==> src/rtl/mic_pkg.sv <==
// mic_pkg: shared definitions for the microphone receive path.
//   MIC_DATA_W / MIC_SLOT_W : default sample width and SCK periods per WS half-frame
//   mic_state_e             : receiver framing state (SYNC, SHIFT)
//   CH_LEFT / CH_RIGHT      : WS level of each channel
//   SYNC_SCK/SYNC_WS/SYNC_SD: bit positions of the pins in the synchroniser vector
package mic_pkg;

  localparam int MIC_DATA_W = 24;
  localparam int MIC_SLOT_W = 32;

  typedef enum logic {
    SYNC  = 1'b0,
    SHIFT = 1'b1
  } mic_state_e;

  localparam logic CH_LEFT  = 1'b0;
  localparam logic CH_RIGHT = 1'b1;

  localparam int SYNC_SCK = 2;
  localparam int SYNC_WS  = 1;
  localparam int SYNC_SD  = 0;

endpackage

==> src/rtl/mic_in_sync.sv <==
// mic_in_sync: 2-FF synchroniser for a small vector of asynchronous pins,
// with a third stage on one selected bit to detect its rising edge.
//   clk, rst  : system clock, asynchronous active-high reset
//   async_in  : raw pins
//   sync_out  : pins after two flops (s2)
//   sck_rise  : one-cycle strobe, s2 & ~s3 on bit EDGE_BIT
module mic_in_sync #(
  parameter int W        = 3,
  parameter int EDGE_BIT = W - 1
) (
  input  logic         clk,
  input  logic         rst,
  input  logic [W-1:0] async_in,
  output logic [W-1:0] sync_out,
  output logic         sck_rise
);

  logic [W-1:0] s1;
  logic [W-1:0] s2;
  logic         s3;

  always_ff @(posedge clk or posedge rst) begin
    if (rst) begin
      s1 <= '0;
      s2 <= '0;
      s3 <= 1'b0;
    end else begin
      s1 <= async_in;
      s2 <= s1;
      s3 <= s2[EDGE_BIT];
    end
  end

  assign sync_out = s2;
  assign sck_rise = s2[EDGE_BIT] & ~s3;

endmodule

==> src/rtl/i2s_mic_rx.sv <==
// i2s_mic_rx: I2S receiver for the microphone array, clocked entirely by clk.
// mic_sck/mic_ws/mic_sd are oversampled as asynchronous pins; each slot is
// deserialised MSB-first with the I2S one-bit delay after a WS edge.
//   clk, rst        : system clock, asynchronous active-high reset
//   en              : receive enable; low forces SYNC and drops a partial word
//   mic_sck/ws/sd   : I2S pins (asynchronous)
//   sample_data/ch  : held sample and its channel (WS level during the slot)
//   sample_valid    : holding register full
//   sample_ready    : downstream accept
//   overrun         : pulse, completed word dropped because holding register full
//   frame_err       : pulse, slot shorter than DATA_W bits or longer than SLOT_W
//   dbg_state       : current framing state
//
// Handshake: a word transfers on any clk edge where sample_valid && sample_ready.
// While sample_valid is high, sample_data/sample_ch do not change until that
// transfer; valid never drops without a transfer (except on reset).
module i2s_mic_rx
  import mic_pkg::*;
#(
  parameter int DATA_W = MIC_DATA_W,
  parameter int SLOT_W = MIC_SLOT_W
) (
  input  logic              clk,
  input  logic              rst,
  input  logic              en,
  input  logic              mic_sck,
  input  logic              mic_ws,
  input  logic              mic_sd,
  output logic [DATA_W-1:0] sample_data,
  output logic              sample_ch,
  output logic              sample_valid,
  input  logic              sample_ready,
  output logic              overrun,
  output logic              frame_err,
  output mic_state_e        dbg_state
);

  localparam logic [7:0] DATA_IDX = 8'(DATA_W);
  localparam logic [7:0] LAST_IDX = 8'(DATA_W - 1);
  localparam logic [7:0] SLOT_IDX = 8'(SLOT_W);

  // ---------------------------------------------------------------- input sync
  logic [2:0] sync_vec;
  logic       sck_rise;
  logic       rise;
  logic       ws_s;
  logic       sd_s;

  mic_in_sync #(
    .W        (3),
    .EDGE_BIT (SYNC_SCK)
  ) u_sync (
    .clk      (clk),
    .rst      (rst),
    .async_in ({mic_sck, mic_ws, mic_sd}),
    .sync_out (sync_vec),
    .sck_rise (sck_rise)
  );

  // sck_rise already implies the synchronised level is high; qualifying it
  // with that level keeps the strobe tied to the same sampled vector as ws/sd.
  assign rise = sck_rise & sync_vec[SYNC_SCK];
  assign ws_s = sync_vec[SYNC_WS];
  assign sd_s = sync_vec[SYNC_SD];

  // ---------------------------------------------------------------- framing FSM
  mic_state_e        state,     state_n;
  logic [7:0]        bit_idx,   bit_idx_n;
  logic              slot_ch,   slot_ch_n;
  logic [DATA_W-1:0] shreg,     shreg_n;
  logic              ws_prev,   ws_prev_n;
  logic              frame_err_n;
  logic              word_done, word_done_n;
  logic              ws_chg;
  logic [DATA_W-1:0] shifted;

  assign ws_chg  = ws_s ^ ws_prev;
  assign shifted = {shreg[DATA_W-2:0], sd_s};

  always_ff @(posedge clk or posedge rst) begin
    if (rst) begin
      state     <= SYNC;
      bit_idx   <= '0;
      slot_ch   <= CH_LEFT;
      shreg     <= '0;
      ws_prev   <= 1'b0;
      frame_err <= 1'b0;
      word_done <= 1'b0;
    end else begin
      state     <= state_n;
      bit_idx   <= bit_idx_n;
      slot_ch   <= slot_ch_n;
      shreg     <= shreg_n;
      ws_prev   <= ws_prev_n;
      frame_err <= frame_err_n;
      word_done <= word_done_n;
    end
  end

  always_comb begin
    state_n     = state;
    bit_idx_n   = bit_idx;
    slot_ch_n   = slot_ch;
    shreg_n     = shreg;
    ws_prev_n   = ws_prev;
    frame_err_n = 1'b0;
    word_done_n = 1'b0;

    // WS history is tracked even while disabled so re-enabling waits for a
    // genuine WS edge rather than treating the current level as one.
    if (rise) ws_prev_n = ws_s;

    if (!en) begin
      state_n   = SYNC;
      bit_idx_n = '0;
      if (rise) shreg_n = shifted;
    end else if (rise) begin
      unique case (state)
        SYNC: begin
          shreg_n = shifted;
          if (ws_chg) begin
            // The rise that shows the WS edge carries no data bit.
            bit_idx_n = '0;
            slot_ch_n = ws_s;
            state_n   = SHIFT;
          end
        end
        SHIFT: begin
          if (ws_chg) begin
            if (bit_idx < DATA_IDX) frame_err_n = 1'b1;
            bit_idx_n = '0;
            slot_ch_n = ws_s;
          end else if (bit_idx < DATA_IDX) begin
            shreg_n   = shifted;
            bit_idx_n = bit_idx + 8'd1;
            if (bit_idx == LAST_IDX) word_done_n = 1'b1;
          end else if (bit_idx >= SLOT_IDX) begin
            // One more bit would run past the slot: WS edge went missing.
            frame_err_n = 1'b1;
            state_n     = SYNC;
          end else begin
            bit_idx_n = bit_idx + 8'd1;
          end
        end
        default: state_n = SYNC;
      endcase
    end
  end

  assign dbg_state = state;

  // ---------------------------------------------------------------- word stage
  // Copies the finished word out of the shift register before the next SCK
  // rise can disturb it, and sets the fixed pin-to-valid latency.
  logic              pend_valid;
  logic [DATA_W-1:0] pend_data;
  logic              pend_ch;

  always_ff @(posedge clk or posedge rst) begin
    if (rst) begin
      pend_valid <= 1'b0;
      pend_data  <= '0;
      pend_ch    <= CH_LEFT;
    end else begin
      pend_valid <= word_done;
      if (word_done) begin
        pend_data <= shreg;
        pend_ch   <= slot_ch;
      end
    end
  end

  // ---------------------------------------------------------------- holding reg
  always_ff @(posedge clk or posedge rst) begin
    if (rst) begin
      sample_data  <= '0;
      sample_ch    <= CH_LEFT;
      sample_valid <= 1'b0;
      overrun      <= 1'b0;
    end else begin
      overrun <= 1'b0;
      if (pend_valid) begin
        if (!sample_valid || sample_ready) begin
          sample_data  <= pend_data;
          sample_ch    <= pend_ch;
          sample_valid <= 1'b1;
        end else begin
          // Keep the unaccepted word stable; the newer one is lost.
          overrun <= 1'b1;
        end
      end else if (sample_valid && sample_ready) begin
        sample_valid <= 1'b0;
      end
    end
  end

endmodule
==> config.mk <==
export PLATFORM = sky130hd
export DESIGN_NAME = i2s_mic_rx
export DESIGN_NICKNAME = d
export VERILOG_FILES = /design/src/rtl/mic_pkg.sv /design/src/rtl/mic_in_sync.sv /design/src/rtl/i2s_mic_rx.sv
export SDC_FILE = /design/constraint.sdc
export NUM_CORES = 1
export LEC_CHECK = 0
export ABC_AREA = 1
export BUFFER_PORTS_ARGS = -buffer_cell sky130_fd_sc_hd__buf_2
export CAP_MARGIN = 20
export CORE_UTILIZATION = 58
export DETAILED_ROUTE_END_ITERATION = 8
export PLACE_DENSITY = 0.78
export SYNTH_ARGS = -nofsm -noshare
export SYNTH_HDL_FRONTEND = slang
export SYNTH_SLANG_ARGS = --single-unit
==> constraint.sdc <==
create_clock -name clk -period 3.1 [get_ports clk]
set_clock_uncertainty 0.15 [all_clocks]
set_input_delay 0 -clock clk [delete_from_list [all_inputs] [get_ports clk]]
set_output_delay 0 -clock clk [all_outputs]
set_load 0.05 [all_outputs]
==> qor.yml, run 1 <==
status: "finished, violations left"
violations: "DRC"
cts_buffers: 9
leakage_nw: 2.10
placed_cells: 501
post-place-ws_ps: 1250
worst_slew_pin_slew_ps: 738
peakVddDrop_v: 0.000346
busiest_layer: "met2"
post-route-period-util: 0.597
holdWs_ps: 61.2
gp_congestion: 0.820
dp_hpwl_um: 4020
synth-seq-cells: 97
syn_area_per_cell_sq_um: 9.83
drc: 4
post_drt_via_cell_ratio: 5.00
n_antenna_cell: 0
dr.pass1.iters: 6
stdcell_area_sq_um: 4360
post_dp_cell_area_sq_um: 4130
met2_usage: 0.340
hold_viol_final: 0
clk_latency_ps: 360
grt-ovfl-total: 0
postCtsResizedCells: 0
setup_viol: 0
port_buffers: 35
relSlewSlack: 0.507
fill_cells: 490
final_cell_mix: "dfrtp_1 (97), nand2_1 (87), inv_1 (60), buf_2 (35), o21ai_1 (33)"
dieArea_sq_um: 7130
syn-num-nets: 409
ys_warn_count: 0
crit_path_max_fanout: 48
cp-end-kind: "register"
setup-tns-final_ps: 0
routed_wl_um: 6050
power_density_nw_per_um2: 519
finalPower_mw: 2.26
core_area_sq_um: 6460
drtIter0Drc: 114
use_met1: 0.241
path_class: "reg -> reg"
fin_cells: 523
syn_inst: 401
die-height_um: 84.4
grt_use_met3: 0.0354
ys_seq_area_frac: 0.616
fin_crit_ps: 1850
ant_nets: 0
num_vias: 2616
fmax_mhz: 541
arrival_ps: 1930
first_global_vias: 2607
fin_nets: 449
start_util: 0.610
path_clk_slew_ps: 90
wl_per_cell_um: 11.6
cp.required_ps: 3180
start_kind: "register"
cts_tree: "built"
final_core_util: 0.675
final_common_cell: "dfrtp_1"
setup_ws_ps: 1250
track_usage: 0.198
cts_root_buf: "clkbuf_8"
grt_setup_unrepaired: "no"
ys_types: 29
die_x_um: 84.4
grt_max_degree: 52
num_io_pins: 36
fp-row-count: 29
max_cap_viol_count: 0
hold_class: "in -> async"
drv_slew: 0
clock_path_buffers: 2
synth_area_sq_um: 3940
h-tree-depth: 3
drive_above_1_share: 0.240
grt_pass1_wl_um: 11000
syn_to_final_growth_pct: 10.6
cts.sinks: 97
grt_antenna_before_repair: 0
==> where the power goes <==
| part | switching, mW | internal, mW |
|---|---|---|
| clock | 0.413 | 0.314 |
| sequential | 0.0469 | 1.32 |
| combinational | 0.109 | 0.0615 |
==> cells in the mapped netlist, drive strengths merged <==
library cell	count	share of area
clkinv	1	0.00095
buf	8	0.022
o21ai	78	0.12
dfrtp	97	0.62
nor3	1	0.0013
xor2	1	0.0022
o21bai	1	0.0019
a211oi	1	0.0019
xnor2	1	0.0022
ha	1	0.0032
inv	65	0.062
nand3	12	0.020
clkbuf	8	0.0076
nor2	14	0.016
nand2	112	0.13
==> timing repair <==
action / in CTS / in global routing
setup buffers: 0 / 0
hold buffers: 6 / 0
hold endpoints to repair: 58 / 0
==> sequential cells by signal (all words and copies together), names as in the netlist, 3 cells and up <==
register,flops
shreg,24
sample_data,24
pend_data,24
bit_idx,8
u_sync.sync_out,3
u_sync.s1,3
==> path summary, 6_finish.rpt <==
kind | from | endpoint | slack (ps) | cells after the start
max in group asynchronous | rst | shreg[10] | 1990 | 4
max | bit_idx[3] | shreg[19] | 1250 | 6
max reg2reg | bit_idx[3] | shreg[19] | 1250 | 6
min reg2reg | u_sync.s1[2] | u_sync.sync_out[2] | 200 | 0
min | rst | sample_data[5] | 60 | 3
min in group clk | mic_sck | u_sync.s1[2] | 130 | 2
==> per-layer routing <==
layer,vias to the layer above,share of wire
li1,1313,-
met1,1252,0.46
met2,40,0.48
met3,11,0.030
met4,0,0.022
met5,-,0
==> area by class of cell <==
type                    instances  area (sq um)  area share
inverters                      66           250      0.0574
multi-input cells             222          1150       0.263
well taps                      77          96.3      0.0221
clock buffers                  12           145      0.0333
clock inverters                 4          26.3     0.00603
repair buffers                 45           265      0.0608
flip-flops and latches         97          2430       0.557
==> worst max-delay path: stages (launching register included) <==
cell and delay (ps):
dfrtp_1 450, nand2_2 110, nand3_2 90, nand2_2 80
nand3_4 510, nand2_1 240, o21ai_2 70
==> logic make-up after synthesis <==
logic type	count (synthesis)	share of synthesized area
fa+ha+maj	1	0.00318
buf+inv	82	0.0924
compound gates	80	0.122
simple gates	139	0.162
flops	97	0.616
xor+xnor	2	0.00445
No activity file was read; power rests on OpenSTA's default activity.
==> run 2, diff against run 1 <==
ABC_AREA = 0   (was 1)
CORE_UTILIZATION = 52   (was 58)
PLACE_DENSITY = 0.74   (was 0.78)
clock period = 1.6 ns   (was 3.1 ns; I/O delays follow)
==> run 2 against run 1 <==
Against the previous run: the run ends with setup timing left; via count fell by 19%; sequential power rose by 100%; die area rose by 5.8%; combinational power rose to 3.1 times the previous value; largest cell class unchanged.
==> qor.yml, run 2 <==
fp-row-count: 30
cp.required_ps: 1680
finalPower_mw: 4.74
post_drt_via_cell_ratio: 5.14
synth_area_sq_um: 3740
track_usage: 0.176
fin_crit_ps: 1820
path_class: "reg -> reg"
die_x_um: 86.8
syn-num-nets: 243
synth_top_area_share: 0.649
arrival_ps: 1900
start_kind: "register"
h-tree-depth: 3
post-synth-top-count-cell: "dfrtp_1"
synth-seq-cells: 97
wl_per_cell_um: 14.6
fmax_mhz: 551
post-route-period-util: 1.14
cts_tree: "built"
max_cap_viol_count: 0
synth_largest_area_cell: "dfrtp_1"
synth_top_family_by_area: "multiplexers"
final_cell_mix: "dfrtp_1 (93), mux2_2 (50), buf_2 (35), mux2_4 (24), buf_4 (21)"
ys_warn_count: 0
synth_simple_gate_area_frac: 0.0502
post_dp_cell_area_sq_um: 4210
p_clk_frac: 0.297
synth_compound_area_frac: 0.0324
drc: 0
cp-end-kind: "register"
r2r-start: "ws_prev"
hold_depth: 2
core_area_sq_um: 6870
power_switching_mw: 1.10
violations: "setup timing"
setup_viol: 29
min_from: "mic_ws"
p_int_mw: 3.64
path_clk_slew_ps: 80
ys_seq_area_frac: 0.649
syn_inst: 235
holdWs_ps: 148
cts_root_buf: "clkbuf_8"
ant_nets: 0
p_comb_frac: 0.113
yosys.area_share.adder: 0.00334
cts_buffers: 9
syn_to_final_growth_pct: 23.9
relSlewSlack: 0.666
routed_wl_um: 5970
drv_slew: 0
grt_pass1_wl_um: 10100
p_seq_frac: 0.590
die-height_um: 86.8
hold_viol_final: 0
synthFlopType: "dfrtp_1"
dr.pass1.iters: 4
netSwitchingFraction: 0.231
grt_antenna_before_repair: 0
crit_path_max_fanout: 5
dp_hpwl_um: 3620
clk_latency_ps: 350
ys_types: 35
top_regs: "pend_data: 24 flops, sample_data: 24 flops, shreg: 24 flops"
power_density_nw_per_um2: 1020
clock_path_buffers: 2
placed_cells: 377
num_vias: 2107
port_buffers: 35
cts.sinks: 97
leakage_nw: 2.40
start_util: 0.545
async_flop_share: 1.00
peakVddDrop_v: 0.000575
synthTopCellsByCount: "dfrtp_1 (97), mux2_2 (54), mux2_4 (20)"
n_antenna_cell: 0
worst_slew_pin_slew_ps: 501
fin_nets: 318
r2r_cells: 6
first_global_vias: 2131
hold_class: "in -> reg"
drtIter0Drc: 83
num_io_pins: 36
fin_cells: 410
grt_max_degree: 98
grt-ovfl-total: 0
setup_ws_ps: -216
syn_area_per_cell_sq_um: 15.9
grt_setup_unrepaired: "yes"
synth-xor-area-share: 0.00669
final_common_cell: "dfrtp_1"
crit_start: "ws_prev"
gp_congestion: 0.704
stdcell_area_sq_um: 4640
setup-tns-final_ps: -4080
synthMuxAreaShare: 0.243
status: "finished, violations left"
synth-edff-count: 0
yosys-top-cells-area: "dfrtp_1 (65%), mux2_2 (16%), mux2_4 (8.0%)"
drive_above_1_share: 0.557
dieArea_sq_um: 7540
[run 2: worst paths after layout]
path / slack [ps] / to
worst min register to register: 200 / u_sync.sync_out[0]
worst max register to register: -220 / shreg[22]
min in group asynchronous: 160 / overrun
worst min-delay path: 150 / u_sync.s1[1]
worst max-delay path: -220 / shreg[22]
max in group asynchronous: 710 / ws_prev
[run 2: kinds of logic after synthesis]
kind of cell	Yosys count
buffers and inverters	11
multiplexers	74
flip-flops	97
AO/OA/AOI/OAI	16
XOR/XNOR	2
AND/OR/NAND/NOR	34
adder cells (fa/ha/maj)	1
[run 2: stage by stage]
stage	setup slack [ps]	utilization
5_1_grt	-272	0.675
3_3_place_gp	-116	0.613
6_report	-216	0.675
3_5_place_dp	-178	0.613
4_1_cts	-135	0.662
2_1_floorplan	-191	-
[run 2: what timing repair did]
action,4_1_cts,5_1_grt
gates cloned,1,1
pin swaps,2,9
setup buffers,9,3
setup endpoints to repair,28,31
hold buffers,6,0
hold endpoints to repair,111,0
resized for setup,3,22
[run 2: metal layers]
layer	share of wire	up-vias	global-route usage
li1	-	983	-
met1	0.48	1084	0.241
met2	0.49	32	0.273
met3	0.025	8	0.0457
met4	0.010	0	0.0636
met5	0	-	0
[run 2: layout make-up]
cell class	count	area, sq um
sequential	97	2430
fill	482	2230
multi-input combinational	127	1340
timing repair buffer	72	554
clock buffer	13	159
tap	96	120
inverter	3	15.0
clock inverter	2	13.8
[run 2: power by group through the flow]
stage	combinational (mW)	sequential, mW	clock [mW]
after global placement	0.453	2.83	0
after global routing	0.576	2.82	1.55
after CTS	0.518	2.79	1.46
final	0.536	2.80	1.41
after detailed placement	0.471	2.84	0
after floorplan	0.379	2.79	0
[run 2: worst max-delay path: stages (launching register included)]
cell and delay [ps]:
dfrtp_2 450, xnor2_2 220, a31oi_2 150, nor2_4 170
buf_6 140, clkbuf_16 140, mux2_4 290
==> run 3, diff against run 2 <==
CORE_UTILIZATION = 50   (was 52)
PLACE_DENSITY = 0.72   (was 0.74)
==> run 3 against run 2 <==
Against the previous run: the flow still finishes with violations (setup timing); global-route usage down 1.3 points; highest routed layer unchanged; maximum frequency up 6.8%; critical path depth down 1; largest cell class unchanged; worst hold slack worse by 18 ps; clock-buffer cell count down 4; combinational power down 8.6%; non-clock buffer count down 5; sequential share of layout area up 1.1 points; cell area down 2.1%.
==> qor.yml, run 3 (same netlist as run 2, synthesis figures left out) <==
status: "finished, violations left"
violations: "setup timing"
crit_path_max_fanout: 8
clk_latency_ps: 360
multi_input_area_sq_um: 1290
fin_crit_ps: 1700
min_from: "mic_ws"
setup-tns-final_ps: -2140
hold_depth: 2
syn_to_final_growth_pct: 21.3
peakVddDrop_v: 0.000613
die-height_um: 88.5
met3_length_um: 147
power_density_nw_per_um2: 1050
setup_viol: 27
topRoutingLayerUsed: "met4"
drive_above_1_share: 0.545
top_regs: "pend_data: 24 flops, sample_data: 24 flops, shreg: 24 flops"
drc: 0
cts_tree: "built"
worst_slew_pin_slew_ps: 508
grt_max_degree: 98
num_vias: 2081
post-route-period-util: 1.06
hold_class: "in -> reg"
cp-end-kind: "register"
post_drt_via_cell_ratio: 5.09
r2r_cells: 5
grt_pass1_wl_um: 9530
leakage_nw: 2.34
regToRegSetupSlack_ps: -100
relSlewSlack: 0.662
port_buffers: 35
arrival_ps: 1800
first_global_vias: 2014
max_cap_viol_count: 0
drtIter0Drc: 43
cts.sinks: 97
drv_slew: 0
m1WireLength_um: 2880
cp.required_ps: 1700
track_usage: 0.163
cts_buffers: 9
fp-row-count: 31
grt_antenna_before_repair: 0
n_antenna_cell: 0
num_io_pins: 36
wl_per_cell_um: 14.1
holdPathEnd: "u_sync.s1[1]"
path_clk_slew_ps: 100
cts_root_buf: "clkbuf_8"
routed_wl_um: 5780
start_kind: "register"
final_common_cell: "dfrtp_1"
fill_cells: 529
route.met2.wl_um: 2640
path_class: "reg -> reg"
final_cell_mix: "dfrtp_1 (93), mux2_2 (54), buf_2 (35), buf_4 (21), mux2_4 (20)"
die_x_um: 88.5
dieArea_sq_um: 7830
r2r_end: "shreg[3]"
hold_viol_final: 0
core_area_sq_um: 7250
regArea_sq_um: 2430
h-tree-depth: 3
clock_path_buffers: 2
stdcell_area_sq_um: 4540
grt_setup_unrepaired: "yes"
gp_congestion: 0.743
start_util: 0.516
post_dp_cell_area_sq_um: 4220
finalPower_mw: 4.79
dr.pass1.iters: 2
setup_ws_ps: -99.9
ant_nets: 0
holdWs_ps: 130
r2r-start: "ws_prev"
fmax_mhz: 588
fin_nets: 313
dp_hpwl_um: 3530
grt-ovfl-total: 0
## run 3: cell count changes in the layout (fill, tap and decap cells not counted), moves of 2 or more
cell        delta
clkinvlp_4     +3
buf_6          -4
mux2_2         +4
nand3_1        +2
clkbuf_8       -2
nand3_2        -2
clkbuf_1       -2
nor3_2         +3
mux2_4         -4
nor3_1         -2
## run 3: layer usage
layer  global-route usage  vias to the layer above
met2                0.237                       37
met5                    0                        -
met1                0.233                     1057
met4               0.0836                        0
li1                     -                      977
met3               0.0345                       10
## run 3: power breakdown
part	internal [mW]	leakage, nW	switching (mW)
Clock	0.591	0.0852	0.902
Combinational	0.330	0.951	0.161
Sequential	2.64	1.30	0.166
## run 3: area by class of cell
cell class                      count  share of cell area
Tap cell                           99              0.0273
Clock buffer                        9              0.0273
Inverter                            3             0.00331
Sequential cell                    97               0.536
Multi-Input combinational cell    127               0.285
Clock inverter                      7              0.0143
Timing Repair Buffer               67               0.107
## run 3: worst max-delay path by stage
stage / startpoint / end / slack [ps] / cells past startpoint
final: ws_prev / shreg[3] / -100 / 5
after CTS: ws_prev / shreg[2] / -100 / 5
after detailed placement: bit_idx[5] / shreg[2] / -100 / 5
after floorplan: bit_idx[6] / shreg[0] / -190 / 5
after global routing: bit_idx[5] / shreg[5] / -160 / 5
after global placement: bit_idx[5] / shreg[3] / -70 / 5
## run 3: what timing repair did
action / CTS / global route
setup endpoints to repair: 27 / 29
resized for setup: 0 / 8
hold buffers: 6 / 0
buffers inserted: 2 / 4
hold endpoints to repair: 111 / 0
pin swaps: 2 / 1
## run 3: per-stage QoR
step	std cells	worst slack [ps]	util
2_1_floorplan	235	-191	-
3_3_place_gp	381	-72.2	0.582
3_5_place_dp	381	-97.0	0.582
4_1_cts	405	-105	0.618
5_1_grt	409	-159	0.626
6_report	409	-99.9	0.626
## run 3: critical path: stages (launching register included)
cell and delay (ps):
dfrtp_2 460, xnor2_2 150, a31oi_1 280, nor2_4 70
buf_4 190, mux2_4 300
